--- config.mk ---
export PLATFORM = sky130hd
export DESIGN_NAME = rf_dump_reader
export DESIGN_NICKNAME = d
export VERILOG_FILES = /design/src/rtl/rf_dump_reader.sv
export SDC_FILE = /design/constraint.sdc
export NUM_CORES = 1
export LEC_CHECK = 0
export ABC_CLOCK_PERIOD_IN_PS = 3950
export CAP_MARGIN = 10
export CORE_UTILIZATION = 46
export CTS_BUF_LIST = sky130_fd_sc_hd__clkbuf_2 sky130_fd_sc_hd__clkbuf_4 sky130_fd_sc_hd__clkbuf_8
export CTS_CLUSTER_SIZE = 8
export DETAILED_ROUTE_END_ITERATION = 10
export GPL_ROUTABILITY_DRIVEN = 0
export PLACE_DENSITY = 0.88
export SLEW_MARGIN = 20
export SYNTH_ARGS = -nofsm -noshare
export SYNTH_HDL_FRONTEND = slang
export SYNTH_SLANG_ARGS = --single-unit
--- constraint.sdc ---
create_clock -name clk -period 3.95 [get_ports clk]
set_clock_uncertainty 0.1 [all_clocks]
set_input_delay 0.79 -clock clk [delete_from_list [all_inputs] [get_ports clk]]
set_output_delay 0.79 -clock clk [all_outputs]
set_load 0.005 [all_outputs]
--- src/rtl/rf_dump_reader.sv ---
`default_nettype none
// ============================================================================
// Module   : rf_dump_reader
// Brief    : Halts the CPU and streams every register-file word out as
//            {address, data} beats over a valid/ready handshake.
// Revision : 1.0 - initial release
// ============================================================================
module rf_dump_reader #(
  parameter int NREG = 32,
  parameter int AW   = 5,
  parameter int DW   = 32
) (
  input  logic          clk,
  input  logic          rst_n,
  input  logic          start,
  input  logic          abort,
  output logic [AW-1:0] rf_rr,
  input  logic [DW-1:0] rf_rd,
  output logic          cpu_halt,
  output logic          busy,
  output logic          out_valid,
  input  logic          out_ready,
  output logic [AW-1:0] out_addr,
  output logic [DW-1:0] out_data,
  output logic          done
);

  localparam logic [AW-1:0] c_last_idx = AW'(NREG - 1);

  typedef enum logic [1:0] {
    S_IDLE = 2'd0,
    S_READ = 2'd1,
    S_SEND = 2'd2,
    S_FIN  = 2'd3
  } state_t;

  state_t        r_state;
  state_t        w_state_nxt;
  logic [AW-1:0] r_idx;
  logic [AW-1:0] w_idx_nxt;
  logic          r_out_valid;
  logic [AW-1:0] r_out_addr;
  logic [DW-1:0] r_out_data;
  logic          w_capture;
  logic          w_drop;

  always_ff @(posedge clk or negedge rst_n) begin
    if (!rst_n) begin
      r_state     <= S_IDLE;
      r_idx       <= '0;
      r_out_valid <= 1'b0;
      r_out_addr  <= '0;
      r_out_data  <= '0;
    end else begin
      r_state <= w_state_nxt;
      r_idx   <= w_idx_nxt;
      if (w_capture) begin
        r_out_valid <= 1'b1;
        r_out_addr  <= r_idx;
        r_out_data  <= rf_rd;
      end else if (w_drop) begin
        r_out_valid <= 1'b0;
      end
    end
  end

  // abort outranks both start (in IDLE) and out_ready (in SEND)
  always_comb begin
    w_state_nxt = r_state;
    w_idx_nxt   = r_idx;
    w_capture   = 1'b0;
    w_drop      = 1'b0;
    case (r_state)
      S_IDLE: begin
        w_idx_nxt = '0;
        if (start && !abort) begin
          w_state_nxt = S_READ;
        end
      end
      S_READ: begin
        if (abort) begin
          w_state_nxt = S_IDLE;
          w_idx_nxt   = '0;
        end else begin
          w_state_nxt = S_SEND;
          w_capture   = 1'b1;
        end
      end
      S_SEND: begin
        if (abort) begin
          w_state_nxt = S_IDLE;
          w_idx_nxt   = '0;
          w_drop      = 1'b1;
        end else if (out_ready) begin
          w_drop = 1'b1;
          if (r_idx == c_last_idx) begin
            w_state_nxt = S_FIN;
          end else begin
            w_state_nxt = S_READ;
            w_idx_nxt   = r_idx + 1'b1;
          end
        end
      end
      S_FIN: begin
        w_state_nxt = S_IDLE;
        w_idx_nxt   = '0;
      end
      default: begin
        w_state_nxt = S_IDLE;
        w_idx_nxt   = '0;
      end
    endcase
  end

  assign rf_rr     = r_idx;
  assign busy      = (r_state != S_IDLE);
  assign cpu_halt  = busy;
  assign done      = (r_state == S_FIN);
  assign out_valid = r_out_valid;
  assign out_addr  = r_out_addr;
  assign out_data  = r_out_data;

endmodule
`default_nettype wire

**After elaboration in Yosys (flattened, before gate mapping)**

Index checks and enable logic that the tools add are counted.

- Register bits: 45
- Bits of input ports: 37
- Output and inout port bits: 46
- Word-level logic and storage cells: 40

- $add $sub $neg: 1
- Equality and inequality tests: 8
- Mux-type cells: 18
- Reduce and logical (&&, ||, !) cells: 8

Operators by type and width:

| cell | number |
|---|---|
| 5-bit two-way mux | 4 |
| 5-bit case mux with 3 select lines | 1 |
| 2-bit two-way mux | 5 |
| 2-bit case mux with 4 select lines | 1 |
| 1-bit two-way mux | 7 |
| 3-bit != test, second input constant | 2 |
| 5-bit by 1-bit adder with 5-bit output, second input constant | 1 |
| 5-bit == test, second input constant | 1 |
| 2-bit == test, second input constant | 2 |
| 2-bit != test, second input constant | 2 |
| 2-bit nonzero test | 2 |
| 3-bit AND reduction | 1 |
| 2-bit by 1-bit == test with 1-bit output, second input constant | 1 |
| 2-bit zero test | 1 |
| 2-bit AND reduction | 1 |
| 2-bit OR reduction | 1 |
| 1-bit logical AND | 1 |
| 1-bit zero test | 1 |

**Longest topological paths before layout**

Gate-level depths: netlist of the first run.

- Depth in word-level cells: 5
- Gate-level depth with buffers: 7
- Gate-level depth less buffers: 7

**Worst setup path after synthesis of the first run**

OpenSTA, ideal clock, no wires.

- Path type: input-to-reg
- Start point: in abort
- End point: reg r_out_data[4] (netlist: out_data[4])
- Library setup time: 125 ps
- Data arrival time: 1663 ps
- Setup slack: 2062 ps
- Stages on the path: 5
- Cells stage by stage: buf_4 nor2_2 buf_6 buf_6 mux2_4

- Cells in the longest elaborated chain, start to end: 2

Ends and longest elaborated chain:

| element | RTL line | source |
|---|---|---|
| start: declaration | 16 | `input logic abort,` |
| 1-bit two-way mux | 81 | `if (abort) begin` |
| 1-bit two-way mux | 73 | `case (r_state)` |
| end signal: assignment | 60 | `r_out_data <= rf_rd;` |
| end: declaration | 43 | `logic [DW-1:0] r_out_data;` |

No other way between the ends.
A chain may end at the register's enable or synchronous reset.

**Final worst setup path of the first run**

- Start point: reg r_state[1]
- End point: out busy

- Cells in the longest elaborated chain, start to end: 1

Ends and longest elaborated chain:

| element | RTL line | source |
|---|---|---|
| start: declaration | 37 | `state_t r_state;` |
| start signal: assignment | 55 | `r_state <= w_state_nxt;` |
| 2-bit nonzero test | 116 | `assign busy = (r_state != S_IDLE);` |
| end: declaration | 20 | `output logic busy,` |

No other way between the ends.

==> impl_metrics.env, run 1 <==
export IMPL_finalHoldViolations=0
export IMPL_sw_frac_of_total_pct=22.48
export IMPL_detailed_place_hpwl_mm=2.967
export IMPL_clkSlewWorstSetupHoldPaths_ns=0.08
export IMPL_layout_drive_gt1_share_pct=8.654
export IMPL_cp_slowest_stage_delay_ns=0.46
export IMPL_max_slew_worst_pin_slew_ns=0.9585
export IMPL_synth_top_cells_by_area="sky130_fd_sc_hd__dfrtp_1, sky130_fd_sc_hd__mux2_1, sky130_fd_sc_hd__mux2_4"
export IMPL_route_antenna_remaining_nets=0
export IMPL_synth_edff_count=0
export IMPL_synth_seq_cells=45
export IMPL_power_share_sequential_pct=45.8
export IMPL_critPathLaunchType="register"
export IMPL_report_final_setup_viol=0
export IMPL_number_of_global_route_vias_before_repair=1350
export IMPL_synthesis_area_sq_mm=0.001822
export IMPL_via_count=1310
export IMPL_initial_core_util_pct=49.02
export IMPL_timing_max_slew_rel_slack_pct=36.10
export IMPL_num_fill_cells=247
export IMPL_finalWirelength_mm=4.051
export IMPL_path_class="register to primary output"
export IMPL_wl_per_cell_microns=15.82
export IMPL_cts_repair_resized=0
export IMPL_critical_path_at_ns=1.51
export IMPL_post_cts_setup_repair_buffer_count=0
export IMPL_core_area_sq_mm=0.003716
export IMPL_power_switching_mw=0.2976
export IMPL_sequential_share_of_the_synthesized_area_pct=61.81
export IMPL_cts_buffer_count=5
export IMPL_crit_slowest_cell="sky130_fd_sc_hd__clkdlybuf4s50_1"
export IMPL_first_pass_grt_wire_length_mm=6.389
export IMPL_yosysMostFrequentCell="sky130_fd_sc_hd__dfrtp_1"
export IMPL_power_frac_clock_pct=27.1
export IMPL_peakVddDrop_uv=257.2
export IMPL_hold_worst_slack_ns=0.3857
export IMPL_clockRootBuffer="sky130_fd_sc_hd__clkbuf_8"
export IMPL_final_nets=246
export IMPL_syn2layout_area_growth_pct=52.75
export IMPL_final_min_period_over_clock_period_pct=60.74
export IMPL_drc_errors=0
export IMPL_static_leakage_power_nw=1.193
export IMPL_post_cts_hold_buffer_count=0
export IMPL_die_width_microns=64.93
export IMPL_global_route_usage_total_pct=20.85
export IMPL_grt_overflow_total=0
export IMPL_critical_path_top_delay_family="buffers and inverters"
export IMPL_finalCriticalPeriod_ns=2.399
export IMPL_fin_setup_tns_ns=0
export IMPL_slew_violations=0
export IMPL_fmax_ghz=0.4168
export IMPL_layout_core_utilization_pct=74.88
export IMPL_tritoncts_num_sinks=45
export IMPL_design_die_area_sq_mm=0.004216
export IMPL_postSynthAreaPerCell_sq_um=14.81
export IMPL_num_rows=22
export IMPL_synth_cells_most_frequent="sky130_fd_sc_hd__dfrtp_1, sky130_fd_sc_hd__mux2_1, sky130_fd_sc_hd__mux2_4"
export IMPL_critical_path_buffer_and_inverter_count=1
export IMPL_worst_endpoint_required_ns=3.06
export IMPL_grt_max_degree=46
export IMPL_mapped_cells=123
export IMPL_clock_tree_htree_level_count=2
export IMPL_comb_power_share_pct=27.1
export IMPL_internal_power_mw=1.026
export IMPL_synth_top_flop_cell="sky130_fd_sc_hd__dfrtp_1"
export IMPL_end_kind="primary output"
export IMPL_die_y_microns=64.93
export IMPL_regArea_sq_mm=0.001126
export IMPL_multiInputGateArea_sq_um=645.6
export IMPL_worst_path_max_fanout=5
export IMPL_timing_max_cap_violations=0
export IMPL_synth_cell_types=28
export IMPL_drt_pass1_iter_count=4
export IMPL_n_antenna_cell=0
export IMPL_pwr_density_cell_mw_per_mm2=475.7
export IMPL_hp_class="register to register"
export IMPL_post_synth_top_area_fraction_pct=61.81
export IMPL_drt_vias_per_instance=5.117
export IMPL_floorplan_io_pins=83
export IMPL_outcome="completed"
export IMPL_number_of_antenna_violations_at_the_first_check_in_global_routing=0
export IMPL_worst_r2r_setup_slack_ns=1.75
export IMPL_clock_latency_ns=0.30
export IMPL_synth_largest_area_cell="sky130_fd_sc_hd__dfrtp_1"
export IMPL_cts_tree="built"
export IMPL_rsz0062_at_grt="no"
export IMPL_cts_root_to_sink_buffers=2
export IMPL_synthesis_nets=162
export IMPL_yosysWarnings=0
export IMPL_critical_path_cell_chain="or2_2 -> clkdlybuf4s50_1"
export IMPL_drt_initial_drc_count=47
export IMPL_synthArstFlopShare_pct=100.0
export IMPL_place_port_buffers=82
path summary, 6_finish.rpt:
check                                         startpoint                       end  cells past startpoint
worst max-delay path              r_state[1]$_DFFE_PN0P_                      busy                      2
worst min-delay path            out_data[10]$_DFFE_PN0P_  out_data[10]$_DFFE_PN0P_                      1
worst max register to register      rf_rr[0]$_DFFE_PN0P_      rf_rr[3]$_DFFE_PN0P_                      7
worst min register to register  out_data[10]$_DFFE_PN0P_  out_data[10]$_DFFE_PN0P_                      1
max in group asynchronous                          rst_n   out_data[2]$_DFFE_PN0P_                      1
min in group asynchronous                          rst_n  out_data[18]$_DFFE_PN0P_                      1
sequential cells by signal, summed over array words and instances, names as in the netlist:
| register | cells |
|---|---|
| out_data | 32 |
| out_addr | 5 |
| rf_rr | 5 |
| r_state | 2 |
| out_valid | 1 |
cells by family after synthesis:
kind of cell	Yosys count	share of synthesized area, %
compound gates	8	2.747
xor+xnor	1	0.4809
fa+ha+maj	2	1.373
buf+inv	8	3.022
flops	45	61.81
mux	37	23.97
simple gates	22	6.594
layout by cell type, fill, tap and decap left out, types with 2 or more instances in the layout:
cell                              netlist  layout
sky130_fd_sc_hd__dfrtp_1               45      45
sky130_fd_sc_hd__mux2_4                 6       6
sky130_fd_sc_hd__a22oi_1                2       2
sky130_fd_sc_hd__nor2b_1                3       3
sky130_fd_sc_hd__inv_1                  2       2
sky130_fd_sc_hd__nand2_1                4       4
sky130_fd_sc_hd__mux2i_1                2       2
sky130_fd_sc_hd__ha_1                   2       2
sky130_fd_sc_hd__clkbuf_8               0       6
sky130_fd_sc_hd__clkdlybuf4s50_1        0      81
sky130_fd_sc_hd__mux2_1                29      29
sky130_fd_sc_hd__nand2b_1               3       3
sky130_fd_sc_hd__nor2_1                 3       3
sky130_fd_sc_hd__o21ai_1                3       3
layer usage:
metal	global-route usage [%]	routed length (microns)	part of all wire [%]
met1	24.18	1617	40
met2	35.29	2105	52
met3	7.042	273	6.7
met4	8.056	55	1.4
met5	0	0	0
layout make-up:
type	count	area share (%)
timing repair buffer	83	29.59
clock buffer	7	3.237
multi-input combinational	70	23.20
clock inverter	1	1.079
sequential	45	40.47
inverter	2	0.2698
tap	48	2.158
stage by stage:
step           area [sq um]  total power [mW]  worst slack [ns]  cells
2_1_floorplan          1822            0.7162             2.062    123
3_3_place_gp           2663            0.9611             1.376    248
3_5_place_dp           2663            0.9790             1.325    248
4_1_cts                2783             1.340             1.533    256
5_1_grt                2783             1.391             1.487    256
6_report               2783             1.324             1.551    256
power groups by stage:
| stage | sequential, mW | clock [mW] | combinational, mW |
|---|---|---|---|
| final | 0.606 | 0.359 | 0.359 |
| after global routing | 0.618 | 0.389 | 0.383 |
| after CTS | 0.607 | 0.368 | 0.365 |
| after detailed placement | 0.616 | 0 | 0.363 |
| after global placement | 0.608 | 0 | 0.353 |
| after floorplan | 0.618 | 0 | 0.0983 |
No activity file was read; power rests on OpenSTA's default activity.
==> run 2: changes to the inputs <==
Settings changed: ABC_CLOCK_PERIOD_IN_PS 3950 to 2000, CORE_UTILIZATION 46 to 38, PLACE_DENSITY 0.88 to 0.77.
Clock period 3.95 ns to 2 ns, I/O delays scaled along.
==> impl_metrics.env, run 2 (synthesis results as in run 1) <==
export IMPL_drc_errors=8
export IMPL_num_fill_cells=320
export IMPL_report_final_setup_viol=0
export IMPL_drt_vias_per_instance=4.862
export IMPL_cts_root_to_sink_buffers=2
export IMPL_final_nets=255
export IMPL_finalCriticalPeriod_ns=1.875
export IMPL_hp_class="register to register"
export IMPL_via_count=1308
export IMPL_wl_per_cell_microns=14.68
export IMPL_number_of_global_route_vias_before_repair=1399
export IMPL_drt_pass1_iter_count=7
export IMPL_timing_max_slew_rel_slack_pct=65.29
export IMPL_grt_max_degree=25
export IMPL_layout_core_utilization_pct=64.60
export IMPL_end_kind="register"
export IMPL_n_antenna_cell=0
export IMPL_place_port_buffers=82
export IMPL_fmax_ghz=0.5332
export IMPL_num_rows=24
export IMPL_static_leakage_power_nw=1.272
export IMPL_m1WireLength_mm=1.655
export IMPL_worst_path_max_fanout=2
export IMPL_violated_checks="DRC"
export IMPL_highest_layer="met4"
export IMPL_path_class="register to register"
export IMPL_grt_overflow_total=0
export IMPL_floorplan_io_pins=83
export IMPL_die_width_microns=71.24
export IMPL_timing_max_cap_violations=0
export IMPL_clock_tree_htree_level_count=2
export IMPL_clkSlewWorstSetupHoldPaths_ns=0.08
export IMPL_finalWirelength_mm=3.949
export IMPL_rsz0062_at_grt="no"
export IMPL_global_route_usage_total_pct=17.52
export IMPL_final_min_period_over_clock_period_pct=93.77
export IMPL_route_antenna_remaining_nets=0
export IMPL_layoutNonFillerInstCount=269
export IMPL_critical_path_at_ns=2.00
export IMPL_number_of_antenna_violations_at_the_first_check_in_global_routing=0
export IMPL_cts_tree="built"
export IMPL_detailed_place_hpwl_mm=3.047
export IMPL_peakVddDrop_uv=401.2
export IMPL_slew_violations=0
export IMPL_clockRootBuffer="sky130_fd_sc_hd__clkbuf_8"
export IMPL_die_y_microns=71.24
export IMPL_worst_endpoint_required_ns=2.12
export IMPL_critPathLaunchType="register"
export IMPL_amount_of_wire_on_met3_after_detailed_routing_microns=255
export IMPL_layout_cells_most_common="sky130_fd_sc_hd__clkdlybuf4s50_1"
export IMPL_first_pass_grt_wire_length_mm=6.865
export IMPL_layout_drive_gt1_share_pct=12.44
export IMPL_clock_latency_ns=0.28
export IMPL_outcome="finished with violations"
export IMPL_max_slew_worst_pin_slew_ns=0.5207
export IMPL_drt_initial_drc_count=47
export IMPL_top_library_cells_by_usage_in_the_layout_fill_and_taps_aside="sky130_fd_sc_hd__clkdlybuf4s50_1, sky130_fd_sc_hd__dfrtp_1, sky130_fd_sc_hd__mux2_1"
export IMPL_design_die_area_sq_mm=0.005075
export IMPL_fin_setup_tns_ns=0
export IMPL_syn2layout_area_growth_pct=58.65
export IMPL_cts_buffer_count=5
export IMPL_dpl_cell_count=259
export IMPL_detailroute_wirelength_met2_mm=1.979
export IMPL_tritoncts_num_sinks=45
export IMPL_initial_core_util_pct=40.72
export IMPL_finalHoldViolations=0
export IMPL_core_area_sq_mm=0.004474
export IMPL_largest_register_ffs=32
export IMPL_pwr_density_cell_mw_per_mm2=904.0
==> run 2: power by group <==
group          total [mW]  internal (mW)  switching, mW
logic               0.727          0.521          0.205
clock network       0.694          0.421          0.274
registers            1.19           1.10         0.0939
==> run 2: metrics by stage <==
| stage | hold slack, ns | total power, mW | instance area (sq um) | worst slack (ns) |
|---|---|---|---|---|
| after global routing | 0.4134 | 2.772 | 2890 | 0.03325 |
| after detailed placement | 0.3048 | 1.944 | 2745 | 0.1093 |
| after CTS | 0.3947 | 2.656 | 2875 | 0.008638 |
| final | 0.3863 | 2.613 | 2890 | 0.1246 |
| after floorplan | 0.004409 | 1.415 | 1822 | 0.1187 |
| after global placement | 0.2966 | 1.913 | 2745 | 0.1692 |
==> run 2: area by class of cell <==
| cell class | instances | area (sq um) | area share, % |
|---|---|---|---|
| clock buffer | 7 | 90.09 | 3.117 |
| clock inverter | 1 | 30.03 | 1.039 |
| inverter | 2 | 7.507 | 0.2597 |
| multi-input combinational | 70 | 648.1 | 22.42 |
| sequential | 45 | 1126 | 38.96 |
| tap | 52 | 65.06 | 2.251 |
| timing repair buffer | 92 | 923.4 | 31.95 |
==> run 2: critical path: stages, from the launching register on <==
cell	delay (ns)
sky130_fd_sc_hd__dfrtp_1	0.38
sky130_fd_sc_hd__ha_1	0.21
sky130_fd_sc_hd__and3_1	0.16
sky130_fd_sc_hd__ha_1	0.20
sky130_fd_sc_hd__nor2b_2	0.14
sky130_fd_sc_hd__nand4_1	0.12
sky130_fd_sc_hd__or4_1	0.42
sky130_fd_sc_hd__nand3_1	0.09
==> run 2: layer usage <==
| metal | up-vias | GRT usage [%] |
|---|---|---|
| met5 | - | 0 |
| met4 | 0 | 7.333 |
| met3 | 6 | 4.219 |
| met2 | 61 | 30.37 |
| met1 | 627 | 20.92 |
| li1 | 614 | - |
==> run 2: repair_timing <==
action	4_1_cts	5_1_grt
buffers inserted	0	1
endpoints found under the hold margin	22	0
hold buffers	1	0
resized for setup	0	3
endpoints found under the setup margin	0	3
==> run 2: final timing paths <==
| path | slack, ns | to | cells past startpoint | start |
|---|---|---|---|---|
| setup / recovery | 0.12 | rf_rr[3]$_DFFE_PN0P_ | 7 | rf_rr[0]$_DFFE_PN0P_ |
| hold / removal | 0.39 | out_data[30]$_DFFE_PN0P_ | 1 | out_data[30]$_DFFE_PN0P_ |
| setup reg to reg | 0.12 | rf_rr[3]$_DFFE_PN0P_ | 7 | rf_rr[0]$_DFFE_PN0P_ |
| hold reg to reg | 0.39 | out_data[30]$_DFFE_PN0P_ | 1 | out_data[30]$_DFFE_PN0P_ |
| max in group asynchronous | 0.68 | out_data[19]$_DFFE_PN0P_ | 3 | rst_n |
| min in group asynchronous | 0.52 | out_data[26]$_DFFE_PN0P_ | 2 | rst_n |
==> run 3: changes to the inputs <==
Settings changed: SKIP_CTS_REPAIR_TIMING set to 1.
==> impl_metrics.env, run 3 (synthesis results as in run 1) <==
export IMPL_report_final_setup_viol=0
export IMPL_placement_cell_area_sq_mm=0.002745
export IMPL_worst_endpoint_required_ns=2.12
export IMPL_num_rows=24
export IMPL_largest_register_ffs=32
export IMPL_finalWirelength_mm=3.938
export IMPL_grt_use_met3_pct=4.219
export IMPL_floorplan_io_pins=83
export IMPL_n_antenna_cell=0
export IMPL_drt_initial_drc_count=44
export IMPL_grt_max_degree=25
export IMPL_clock_latency_ns=0.28
export IMPL_hold_worst_slack_ns=-0.01995
export IMPL_gr_busiest_metal="met2"
export IMPL_slew_violations=0
export IMPL_fin_setup_tns_ns=0
export IMPL_fmax_ghz=0.5332
export IMPL_timing_max_cap_violations=0
export IMPL_num_fill_cells=321
export IMPL_finalWorstSetupSlack_ns=0.1246
export IMPL_top_library_cells_by_usage_in_the_layout_fill_and_taps_aside="sky130_fd_sc_hd__clkdlybuf4s50_1, sky130_fd_sc_hd__dfrtp_1, sky130_fd_sc_hd__mux2_1"
export IMPL_worst_path_max_fanout=2
export IMPL_die_y_microns=71.24
export IMPL_drt_vias_per_instance=4.877
export IMPL_cts_tree="built"
export IMPL_outcome="finished with violations"
export IMPL_first_pass_grt_wire_length_mm=6.865
export IMPL_design_die_area_sq_mm=0.005075
export IMPL_pwr_density_cell_mw_per_mm2=906.5
export IMPL_place_port_buffers=82
export IMPL_critPathLaunchType="register"
export IMPL_route_antenna_remaining_nets=0
export IMPL_clock_tree_htree_level_count=2
export IMPL_rsz0062_at_grt="no"
export IMPL_layout_drive_gt1_share_pct=12.50
export IMPL_groute_layer_met2_usage_pct=30.37
export IMPL_fin_area_sq_mm=0.002880
export IMPL_layout_cells_most_common="sky130_fd_sc_hd__clkdlybuf4s50_1"
export IMPL_peakVddDrop_uv=401.2
export IMPL_drc_errors=8
export IMPL_final_min_period_over_clock_period_pct=93.77
export IMPL_die_width_microns=71.24
export IMPL_timing_max_slew_rel_slack_pct=65.44
export IMPL_syn2layout_area_growth_pct=58.10
export IMPL_grt_overflow_total=0
export IMPL_clkSlewWorstSetupHoldPaths_ns=0.08
export IMPL_power_total_mw=2.611
export IMPL_path_class="register to register"
export IMPL_global_route_usage_total_pct=17.52
export IMPL_finalCriticalPeriod_ns=1.875
export IMPL_cts_buffer_count=5
export IMPL_max_slew_worst_pin_slew_ns=0.5185
export IMPL_cts_root_to_sink_buffers=2
export IMPL_static_leakage_power_nw=1.268
export IMPL_end_kind="register"
export IMPL_number_of_global_route_vias_before_repair=1399
export IMPL_dp_slack_ns=0.1093
export IMPL_finalHoldViolations=22
export IMPL_critical_path_at_ns=2.00
export IMPL_clockRootBuffer="sky130_fd_sc_hd__clkbuf_8"
export IMPL_number_of_antenna_violations_at_the_first_check_in_global_routing=0
export IMPL_hp_class="input port to async pin"
export IMPL_initial_core_util_pct=40.72
export IMPL_via_count=1307
export IMPL_timing_reg2reg_worst_path_depth=7
export IMPL_grt_met1_usage_pct=20.92
export IMPL_drt_pass1_iter_count=7
export IMPL_wl_per_cell_microns=14.69
export IMPL_violated_checks="DRC, hold timing"
export IMPL_detailed_place_hpwl_mm=3.047
export IMPL_core_area_sq_mm=0.004474
export IMPL_tritoncts_num_sinks=45
export IMPL_final_nets=254
==> run 3: cell types whose count changed in the layout (fill, tap and decap cells not counted) <==
cell                            before  now
sky130_fd_sc_hd__dlygate4sd3_1       1    0
==> run 3: final timing paths <==
| path | startpoint | to | slack [ns] |
|---|---|---|---|
| setup / recovery | rf_rr[0]$_DFFE_PN0P_ | rf_rr[3]$_DFFE_PN0P_ | 0.12 |
| setup reg to reg | rf_rr[0]$_DFFE_PN0P_ | rf_rr[3]$_DFFE_PN0P_ | 0.12 |
| max in group asynchronous | rst_n | out_data[19]$_DFFE_PN0P_ | 1.22 |
| hold / removal | rst_n | out_data[26]$_DFFE_PN0P_ | -0.02 |
| min in group clk | out_data[30]$_DFFE_PN0P_ | out_data[30]$_DFFE_PN0P_ | 0.39 |
| hold reg to reg | out_data[30]$_DFFE_PN0P_ | out_data[30]$_DFFE_PN0P_ | 0.39 |
==> run 3: layout make-up <==
type,instances,area [sq um],share of cell area [%]
Timing Repair Buffer,91,913.4,31.71
Multi-Input combinational cell,70,648.1,22.50
Inverter,2,7.507,0.2606
Clock inverter,1,30.03,1.043
Tap cell,52,65.06,2.259
Clock buffer,7,90.09,3.128
Sequential cell,45,1126,39.10
==> run 3: layer usage <==
| metal | up-vias | part of all wire, % |
|---|---|---|
| met4 | 0 | 1.5 |
| met1 | 628 | 42 |
| met2 | 61 | 50 |
| met3 | 6 | 6.6 |
| met5 | - | 0 |
| li1 | 612 | - |
==> run 3: critical path, stage by stage, from the launching register on <==
cell and delay, ns:
sky130_fd_sc_hd__dfrtp_1 0.38, sky130_fd_sc_hd__ha_1 0.21, sky130_fd_sc_hd__and3_1 0.16, sky130_fd_sc_hd__ha_1 0.20, sky130_fd_sc_hd__nor2b_2 0.14, sky130_fd_sc_hd__nand4_1 0.12
sky130_fd_sc_hd__or4_1 0.42, sky130_fd_sc_hd__nand3_1 0.09
==> run 3: per-stage QoR <==
stage | cells | utilization (%)
detailed placement | 259 | 61.35
CTS | 267 | 64.04
global route | 268 | 64.37
finish | 268 | 64.37
global placement | 259 | 61.35
floorplan | 123 | -
==> run 3: power breakdown <==
group	switching, mW	total (mW)	internal (mW)
logic	0.205	0.725	0.520
clock network	0.274	0.694	0.421
registers	0.0938	1.19	1.10
